### config.mk
export PLATFORM = sky130hd
export DESIGN_NAME = seg_mux_capture
export DESIGN_NICKNAME = d
export VERILOG_FILES = /design/src/rtl/seg_mux_capture.sv
export SDC_FILE = /design/constraint.sdc
export NUM_CORES = 1
export LEC_CHECK = 0
export CAP_MARGIN = 20
export CORE_MARGIN = 3
export CORE_UTILIZATION = 56
export DETAILED_ROUTE_END_ITERATION = 12
export PLACE_DENSITY_LB_ADDON = 0.25
export REMOVE_ABC_BUFFERS = 1
export SYNTH_ARGS = -nofsm -noshare
export SYNTH_HDL_FRONTEND = slang
export SYNTH_SLANG_ARGS = --single-unit
### constraint.sdc
create_clock -name clk -period 3 [get_ports clk]
set_input_delay 0.6 -clock clk [delete_from_list [all_inputs] [get_ports clk]]
set_output_delay 0.6 -clock clk [all_outputs]
set_load 0.01 [all_outputs]
### src/rtl/seg_mux_capture.sv
// seg_mux_capture: recovers the four hex digits shown on a multiplexed,
// active-low 7-segment display and presents them as complete frames.
// Optional feature macro: DP_CAPTURE_EN (capture decimal points into dp_out).
module seg_mux_capture #(
    parameter int unsigned SETTLE = 4
) (
    input  logic        clk,
    input  logic        rst,
    input  logic        a,
    input  logic        b,
    input  logic        c,
    input  logic        d,
    input  logic        e,
    input  logic        f,
    input  logic        g,
    input  logic        D,
    input  logic        n3,
    input  logic        n2,
    input  logic        n1,
    input  logic        n0,
    input  logic        ack,
    output logic [15:0] digits,
    output logic [3:0]  dp_out,
    output logic [3:0]  bad,
    output logic        valid,
    output logic        overrun,
    output logic        oh_err
);

    localparam int unsigned SEG_W = 7;
    localparam int unsigned AN_W  = 4;
    localparam int unsigned CNT_W = 8;

    // Synchronizers hold lit/selected (active-high) form so a cleared
    // synchronizer reads as a blank display rather than all anodes low.
    logic [SEG_W-1:0] seg_s1, seg_s2, seg_s3;
    logic [AN_W-1:0]  an_s1, an_s2;
    logic             dp_s2, dp_s3;

    logic [1:0]       idx, prev_idx;
    logic             idle, prev_idle, multi;
    logic [CNT_W-1:0] cnt;
    logic             changed_c, capture_c;

    logic [3:0]       dec_nib;
    logic             dec_bad;

    logic [3:0]       mask, mask_nx;
    logic [15:0]      pnib, pnib_nx;
    logic [3:0]       pbad, pbad_nx;
    logic             complete_c, load_c, drop_c, acc_c;

    // Two-flop synchronizer for segment and anode lines
    always_ff @(posedge clk) begin
        if (rst) begin
            seg_s1 <= '0;
            seg_s2 <= '0;
            an_s1  <= '0;
            an_s2  <= '0;
        end else begin
            seg_s1 <= ~{a, b, c, d, e, f, g};
            seg_s2 <= seg_s1;
            an_s1  <= ~{n3, n2, n1, n0};
            an_s2  <= an_s1;
        end
    end

    // Anode decode: single selected anode gives the dwell index, else idle
    always_comb begin
        idle  = 1'b1;
        idx   = 2'd0;
        multi = 1'b0;
        case (an_s2)
            4'b0000: ;
            4'b0001: begin idle = 1'b0; idx = 2'd0; end
            4'b0010: begin idle = 1'b0; idx = 2'd1; end
            4'b0100: begin idle = 1'b0; idx = 2'd2; end
            4'b1000: begin idle = 1'b0; idx = 2'd3; end
            default: multi = 1'b1;
        endcase
    end

    // Segment pattern to hex nibble; unknown patterns flag bad
    always_comb begin
        dec_nib = 4'h0;
        dec_bad = 1'b0;
        case (seg_s2)
            7'h7E: dec_nib = 4'h0;
            7'h30: dec_nib = 4'h1;
            7'h6D: dec_nib = 4'h2;
            7'h79: dec_nib = 4'h3;
            7'h33: dec_nib = 4'h4;
            7'h5B: dec_nib = 4'h5;
            7'h5F: dec_nib = 4'h6;
            7'h70: dec_nib = 4'h7;
            7'h7F: dec_nib = 4'h8;
            7'h7B: dec_nib = 4'h9;
            7'h77: dec_nib = 4'hA;
            7'h1F: dec_nib = 4'hB;
            7'h4E: dec_nib = 4'hC;
            7'h3D: dec_nib = 4'hD;
            7'h4F: dec_nib = 4'hE;
            7'h47: dec_nib = 4'hF;
            default: dec_bad = 1'b1;
        endcase
    end

    assign changed_c = (idle != prev_idle) || (idx != prev_idx) ||
                       (seg_s2 != seg_s3) || (dp_s2 != dp_s3);
    // Fires once per dwell: only on the step from SETTLE-1 to SETTLE
    assign capture_c = !changed_c && !idle && (cnt == CNT_W'(SETTLE - 1));

    // Previous synchronized view and saturating stability counter
    always_ff @(posedge clk) begin
        if (rst) begin
            prev_idle <= 1'b1;
            prev_idx  <= 2'd0;
            seg_s3    <= '0;
            cnt       <= '0;
        end else begin
            prev_idle <= idle;
            prev_idx  <= idx;
            seg_s3    <= seg_s2;
            if (changed_c) begin
                cnt <= '0;
            end else if (cnt != CNT_W'(SETTLE)) begin
                cnt <= cnt + CNT_W'(1);
            end
        end
    end

    // Pending frame with the current capture merged in
    always_comb begin
        mask_nx = mask;
        pnib_nx = pnib;
        pbad_nx = pbad;
        if (capture_c) begin
            mask_nx[idx]              = 1'b1;
            pnib_nx[{idx, 2'b00} +: 4] = dec_nib;
            pbad_nx[idx]              = dec_bad;
        end
    end

    assign complete_c = capture_c && (mask_nx == 4'hF);
    assign acc_c      = valid && ack;
    assign load_c     = complete_c && (!valid || ack);
    assign drop_c     = complete_c && valid && !ack;

    // Frame assembly, output hand-off and sticky error flags
    always_ff @(posedge clk) begin
        if (rst) begin
            mask    <= '0;
            pnib    <= '0;
            pbad    <= '0;
            digits  <= '0;
            bad     <= '0;
            valid   <= 1'b0;
            overrun <= 1'b0;
            oh_err  <= 1'b0;
        end else begin
            mask <= complete_c ? 4'h0 : mask_nx;
            pnib <= pnib_nx;
            pbad <= pbad_nx;
            if (load_c) begin
                digits <= pnib_nx;
                bad    <= pbad_nx;
            end
            if (load_c) begin
                valid <= 1'b1;
            end else if (acc_c) begin
                valid <= 1'b0;
            end
            if (drop_c) begin
                overrun <= 1'b1;
            end else if (acc_c) begin
                overrun <= 1'b0;
            end
            if (multi) begin
                oh_err <= 1'b1;
            end else if (acc_c) begin
                oh_err <= 1'b0;
            end
        end
    end

`ifdef DP_CAPTURE_EN
    logic       dp_s1;
    logic [3:0] pdp, pdp_nx;

    // Pending decimal points with the current capture merged in
    always_comb begin
        pdp_nx = pdp;
        if (capture_c) begin
            pdp_nx[idx] = dp_s2;
        end
    end

    // Decimal-point synchronizer, history, pending and output registers
    always_ff @(posedge clk) begin
        if (rst) begin
            dp_s1  <= 1'b0;
            dp_s2  <= 1'b0;
            dp_s3  <= 1'b0;
            pdp    <= '0;
            dp_out <= '0;
        end else begin
            dp_s1 <= ~D;
            dp_s2 <= dp_s1;
            dp_s3 <= dp_s2;
            pdp   <= pdp_nx;
            if (load_c) begin
                dp_out <= pdp_nx;
            end
        end
    end
`else
    logic unused_d;

    assign dp_s2    = 1'b0;
    assign dp_s3    = 1'b0;
    assign dp_out   = 4'h0;
    assign unused_d = D;
`endif

endmodule

## Word level (Yosys, flattened, before mapping)

Index checks and enable logic that the tools add are counted.

- Register bits: 87
- Logic and storage cells: 89

- Add/subtract/negate cells: 2
- Order comparisons: 2
- Equal/unequal tests: 27
- Shift operators: 2
- Muxes and demuxes: 15
- Bitwise logic cells: 3
- Reduce and logical (&&, ||, !) cells: 22

Operator list:

| kind | number |
|---|---|
| $eq A7 B7 Y1 const B | 12 |
| $pmux W4 S15 | 1 |
| $eq A7 B6 Y1 const B | 3 |
| $bwmux W16 | 1 |
| $mux W16 | 1 |
| $reduce_or A16 Y1 | 1 |
| $shift A4 B6 Y16 const A | 1 |
| $shiftx A4 B6 Y16 | 1 |
| $add A8 B1 Y8 const B | 1 |
| $eq A4 B4 Y1 const B | 2 |
| $eq A8 B2 Y1 const B | 1 |
| $logic_and A1 B1 Y1 | 8 |
| $mux W4 | 2 |
| $ne A8 B3 Y1 const B | 1 |
| $eq A7 B5 Y1 const B | 1 |
| $mux W1 | 7 |
| $ne A7 B7 Y1 | 1 |
| $not A7 Y7 | 1 |
| $neg A4 Y6 | 1 |
| $pmux W2 S3 | 1 |
| $reduce_or A5 Y1 | 1 |
| $bwmux W4 | 1 |
| $eq A4 B1 Y1 const B | 1 |
| $eq A4 B2 Y1 const B | 1 |
| 15 further kinds | 21 |

## Depth between registers and ports, before layout

- Depth after elaboration: 15
- Gate-level depth with buffers: 14

## Least setup slack after synthesis

No wires, ideal clock.

- Path kind: reg-to-reg
- From: register an_s2[3]
- To: register digits[0]
- Library setup time: 86 ps
- Arrival time: 2414 ps
- Required time: 2914 ps
- Path slack: 501 ps
- Cell stages (with the launch flop): 15
- Period minus slack after synthesis: 2499 ps
- Cells stage by stage: dfxtp_1 -> buf_6 -> xnor2_1 -> or3_1 -> clkbuf_1 -> inv_1 -> ha_1 -> o22ai_1 -> nor2_1 -> and2_1 -> and4_1 -> buf_4 -> buf_6 -> nor2_1 -> a211oi_1

- Elaborated cells between the ends (all ways): 29
- Those cells by class: 1 x add/sub; 2 x order compare; 7 x eq/ne; 2 x shift; 7 x mux; 1 x bitwise; 9 x reduce/logical

RTL lines:

| element | line | source |
|---|---|---|
| from (decl) | 37 | `logic [AN_W-1:0] an_s1, an_s2;` |
| from (signal assigned) | 64 | `an_s2 <= an_s1;` |
| $eq A4 B4 Y1 (tied with other cells) | 73 | `case (an_s2)` |
| $pmux W2 S3 * | 73 |  |
| net idx[0] | 40 | `logic [1:0] idx, prev_idx;` |
| parallel branches: the longest is 10 deep, another holds $lt A2 B3 Y1 | -- |  |
| to (signal assigned) | 165 | `digits <= pnib_nx;` |
| to (decl) | 22 | `output logic [15:0] digits,` |

Mark *: on every way through the listed nets, which the timed path passes.
A chain may end at the register's enable or synchronous reset.

## Final worst setup path

- From: register an_s2[1]
- To: register bad[3]

- Elaborated cells between the ends (all ways): 26
- Those cells by class: 2 x order compare; 7 x eq/ne; 7 x mux; 1 x bitwise; 9 x reduce/logical

RTL lines:

| element | line | source |
|---|---|---|
| $eq A4 B4 Y1 (tied with other cells) | 73 |  |
| $pmux W2 S3 * | 73 |  |
| net idx[0] | 40 |  |
| parallel branches: the longest is 10 deep, another holds $lt A2 B3 Y1 | -- |  |
| to (signal assigned) | 166 | `bad <= pbad_nx;` |
| to (decl) | 24 | `output logic [3:0] bad,` |

Marked as above.

==> run summary <==
### Outcome
• **status** finished clean

### Pwr
• **PnR Total Power** 2.21 mW
• **VDD IR-drop max** 0.000335 V
• **P_sw** 0.514 mW
• **part of the power in combinational logic** 0.073
• **Flop pwr share** 0.541
• **share of power burned in the clock network** 0.386
• **Internal Pwr Total** 1.70 mW
• **Switching Share** 0.232
• **power per cell area** 497 mW/mm²
• **cell leakage power** 1.71 nW

### Floorplanning
• **standard-cell rows** 29
• **height of the chip** 89.3 µm
• **starting density of the core** 0.595
• **area of the core** 0.00653 mm²
• **die extent in x** 89.3 µm
• **IO Pins** 42
• **total die area** 0.00798 mm²

### Placed design
• **Routability Congestion** 0.879
• **count of buffers from port buffering** 36
• **sum of net half-perimeters after detailed placement** 5380 µm
• **area after detailed placement** 0.00424 mm²

### Clock network
• **Post-CTS Hold Buffers** 0
• **insertion delay to the later sink of the worst-skew pair** 360 ps
• **# Post-CTS Setup Buffers** 0
• **clock tree from TritonCTS** yes
• **CTS H-tree lvls** 3
• **CTS-repair resized insts** 0
• **Clock Pin Slew Worst Setup and Hold Paths** 90 ps
• **library cell used as clock root buffer** sky130_fd_sc_hd__clkbuf_8
• **Clock Sinks** 87
• **number of buffers added by the clock tree synthesis step** 9
• **buffer depth of the longest clock path** 2

### Critical path
• **Top Family by Delay on Critical Path** simple AND/OR/NAND/NOR gates
• **largest fanout of any net on the critical path** 17
• **cell with the largest stage delay on the worst path** sky130_fd_sc_hd__dfxtp_1
• **worst path arrival time** 2980 ps
• **CP Cell Sequence** xnor2_1, or3_1, inv_1, ha_1, o22ai_1, nor2_1, and2_1, and4_1, buf_4, nor2_1, a211oi_1
• **Setup CP Type** flip-flop to flip-flop
• **number of buffer and inverter instances along the worst setup path** 2
• **Worst Setup Start Kind** flip-flop
• **crit-path max cell delay** 450 ps
• **Reg2Reg Setup Slack** 290 ps
• **endpoint class of the critical path** flip-flop
• **Data required, critical path** 3280 ps
• **cell repeated most along the worst path** sky130_fd_sc_hd__nor2_1

### Timing
• **final setup violating endpoints** 0
• **number of endpoints with negative hold slack in the final report** 0
• **worst clock skew** 9.14 ps
• **smallest hold slack** 440 ps
• **worst slew pin tran** 562 ps
• **Setup Total Neg Slack** 0 ps
• **period utilization** 0.902
• **achievable frequency** 0.370 GHz
• **setup repair after global routing missed its margin** no
• **worst-case headroom to the max-slew limit** 0.625
• **final max-slew violation count** 0
• **shortest period the worst path allows** 2710 ps

### Drt
• **number of nets still failing antenna checks after routing** 0
• **detailed-route wire length per cell** 14.6 µm
• **first-pass detailed-route iteration total** 4
• **vias per cell** 5.70
• **remaining routing DRC violations** 0
• **total routed wirelength** 7680 µm
• **initial detailed-routing violation count** 120
• **via count** 3,007

### Cells and area
• **proportion of layout cells with a drive suffix above 1** 0.104
• **area added between synthesis and finish** 14.6%
• **post-route cell area** 0.00446 mm²
• **Final nets** 471
• **diode insertion count for antenna repair** 0

### Synthesis
• **share of async-settable or async-resettable flops after synthesis** 0
• **total standard cell area after synthesis** 0.00389 mm²
• **Yosys reg bits** 87
• **most common cell in the synthesized netlist** sky130_fd_sc_hd__dfxtp_1
• **Ys Warns** 0
• **cell types occupying the most area after synthesis** sky130_fd_sc_hd__dfxtp_1, sky130_fd_sc_hd__nor2_1, sky130_fd_sc_hd__nor2b_1
• **Distinct cells, synth** 53
• **most instantiated flip-flop cell in the synthesis netlist** sky130_fd_sc_hd__dfxtp_1
• **area fraction of the dominant cell type after synthesis** 0.448
• **sequential-to-total area share from yosys stat** 0.448
• **most instantiated cells after synthesis** sky130_fd_sc_hd__dfxtp_1, sky130_fd_sc_hd__nor2_1, sky130_fd_sc_hd__a21oi_1
• **dominant cell type by area after synthesis** sky130_fd_sc_hd__dfxtp_1
• **Cells after Synth** 417
• **EDFF count, synth** 0
• **syn avg cell area** 9.33 µm²

### Flow run
• **max-cap check violation count** 0

### GRT
• **total overflow reported by the global router** 0
• **initial antenna violation count** 0
• **maximum number of pins on one net before global-route repair** 30
• **overall routing resource usage** 0.211
• **wire length of the first global-routing pass** 13,200 µm
• **via count of the first global-routing pass** 2,969

### Hold path
• **hold crit path type** flip-flop to flip-flop

[sequential cells by signal (all words and copies together), names as in the netlist, 2 cells and up]
| signal | cells |
|---|---|
| an_s2 | 4 |
| bad | 4 |
| an_s1 | 4 |
| mask | 4 |
| prev_idx | 2 |
| seg_s2 | 7 |
| digits | 16 |
| seg_s1 | 7 |
| pbad | 4 |
| cnt | 8 |
| pnib | 16 |
| seg_s3 | 7 |
[placed cells by master, fill, tap and decap left out, drive strengths merged, types with 11 or more instances in the layout]
| cell | count |
|---|---|
| dfxtp | 87 |
| nor2 | 55 |
| clkdlybuf4s50 | 35 |
| a21oi | 25 |
| nand2 | 22 |
| nor2b | 21 |
| nand3 | 15 |
| buf | 13 |
| clkbuf | 12 |
| a211oi | 12 |
| a31oi | 11 |
| mux2i | 11 |
[logic make-up (layout without fill, tap and decap cells)]
logic type	after synthesis	in the layout	share of synthesized area
and+or+nand+nor	178	178	0.254
DFF	87	87	0.448
AOI/OAI and AO/OA	73	73	0.138
buffers and inverters	39	70	0.0579
xor gates and xnor gates	18	18	0.0405
muxes	11	11	0.0283
adders and majority gates	10	10	0.0322
other	1	4	0.000964
[through the flow]
| stage | util | cells | setup WS [ps] |
|---|---|---|---|
| 6_report | 0.682 | 528 | 295 |
| 5_1_grt | 0.682 | 528 | 50.0 |
| 4_1_cts | 0.682 | 528 | 348 |
| 3_5_place_dp | 0.649 | 512 | 386 |
| 3_3_place_gp | 0.649 | 512 | 470 |
| 2_1_floorplan | - | 387 | 92.1 |
[layout make-up]
class	count	area, µm²
Sequential cell	87	1740
Fill cell	557	2070
Multi-Input combinational cell	294	1930
Inverter	6	22.5
Clock inverter	4	52.6
Clock buffer	12	165
Timing Repair Buffer	48	445
Tap cell	77	96.3
[power groups by stage]
stage	combinational [mW]	sequential (mW)	clock, mW
after floorplan	0.0907	1.22	0
after global placement	0.155	1.22	0
final	0.161	1.20	0.854
after CTS	0.160	1.20	0.873
after global routing	0.178	1.20	0.922
after detailed placement	0.159	1.23	0
[layer usage]
metal	vias to the layer above	share of wire	track usage
li1	1502	-	-
met1	1440	0.46	0.268
met2	56	0.49	0.347
met3	9	0.043	0.0535
met4	0	0.011	0.0798
met5	-	0	0
[final timing paths]
| kind | depth (start not counted) | end | startpoint |
|---|---|---|---|
| min reg2reg | 1 | seg_s2[5]$_SDFF_PP0_ | seg_s1[5]$_SDFF_PP0_ |
| min | 1 | seg_s2[5]$_SDFF_PP0_ | seg_s1[5]$_SDFF_PP0_ |
| max | 11 | bad[3]$_SDFFE_PP0P_ | an_s2[1]$_SDFF_PP0_ |
| max reg2reg | 11 | bad[3]$_SDFFE_PP0P_ | an_s2[1]$_SDFF_PP0_ |
(Power assumes the default switching activity.)
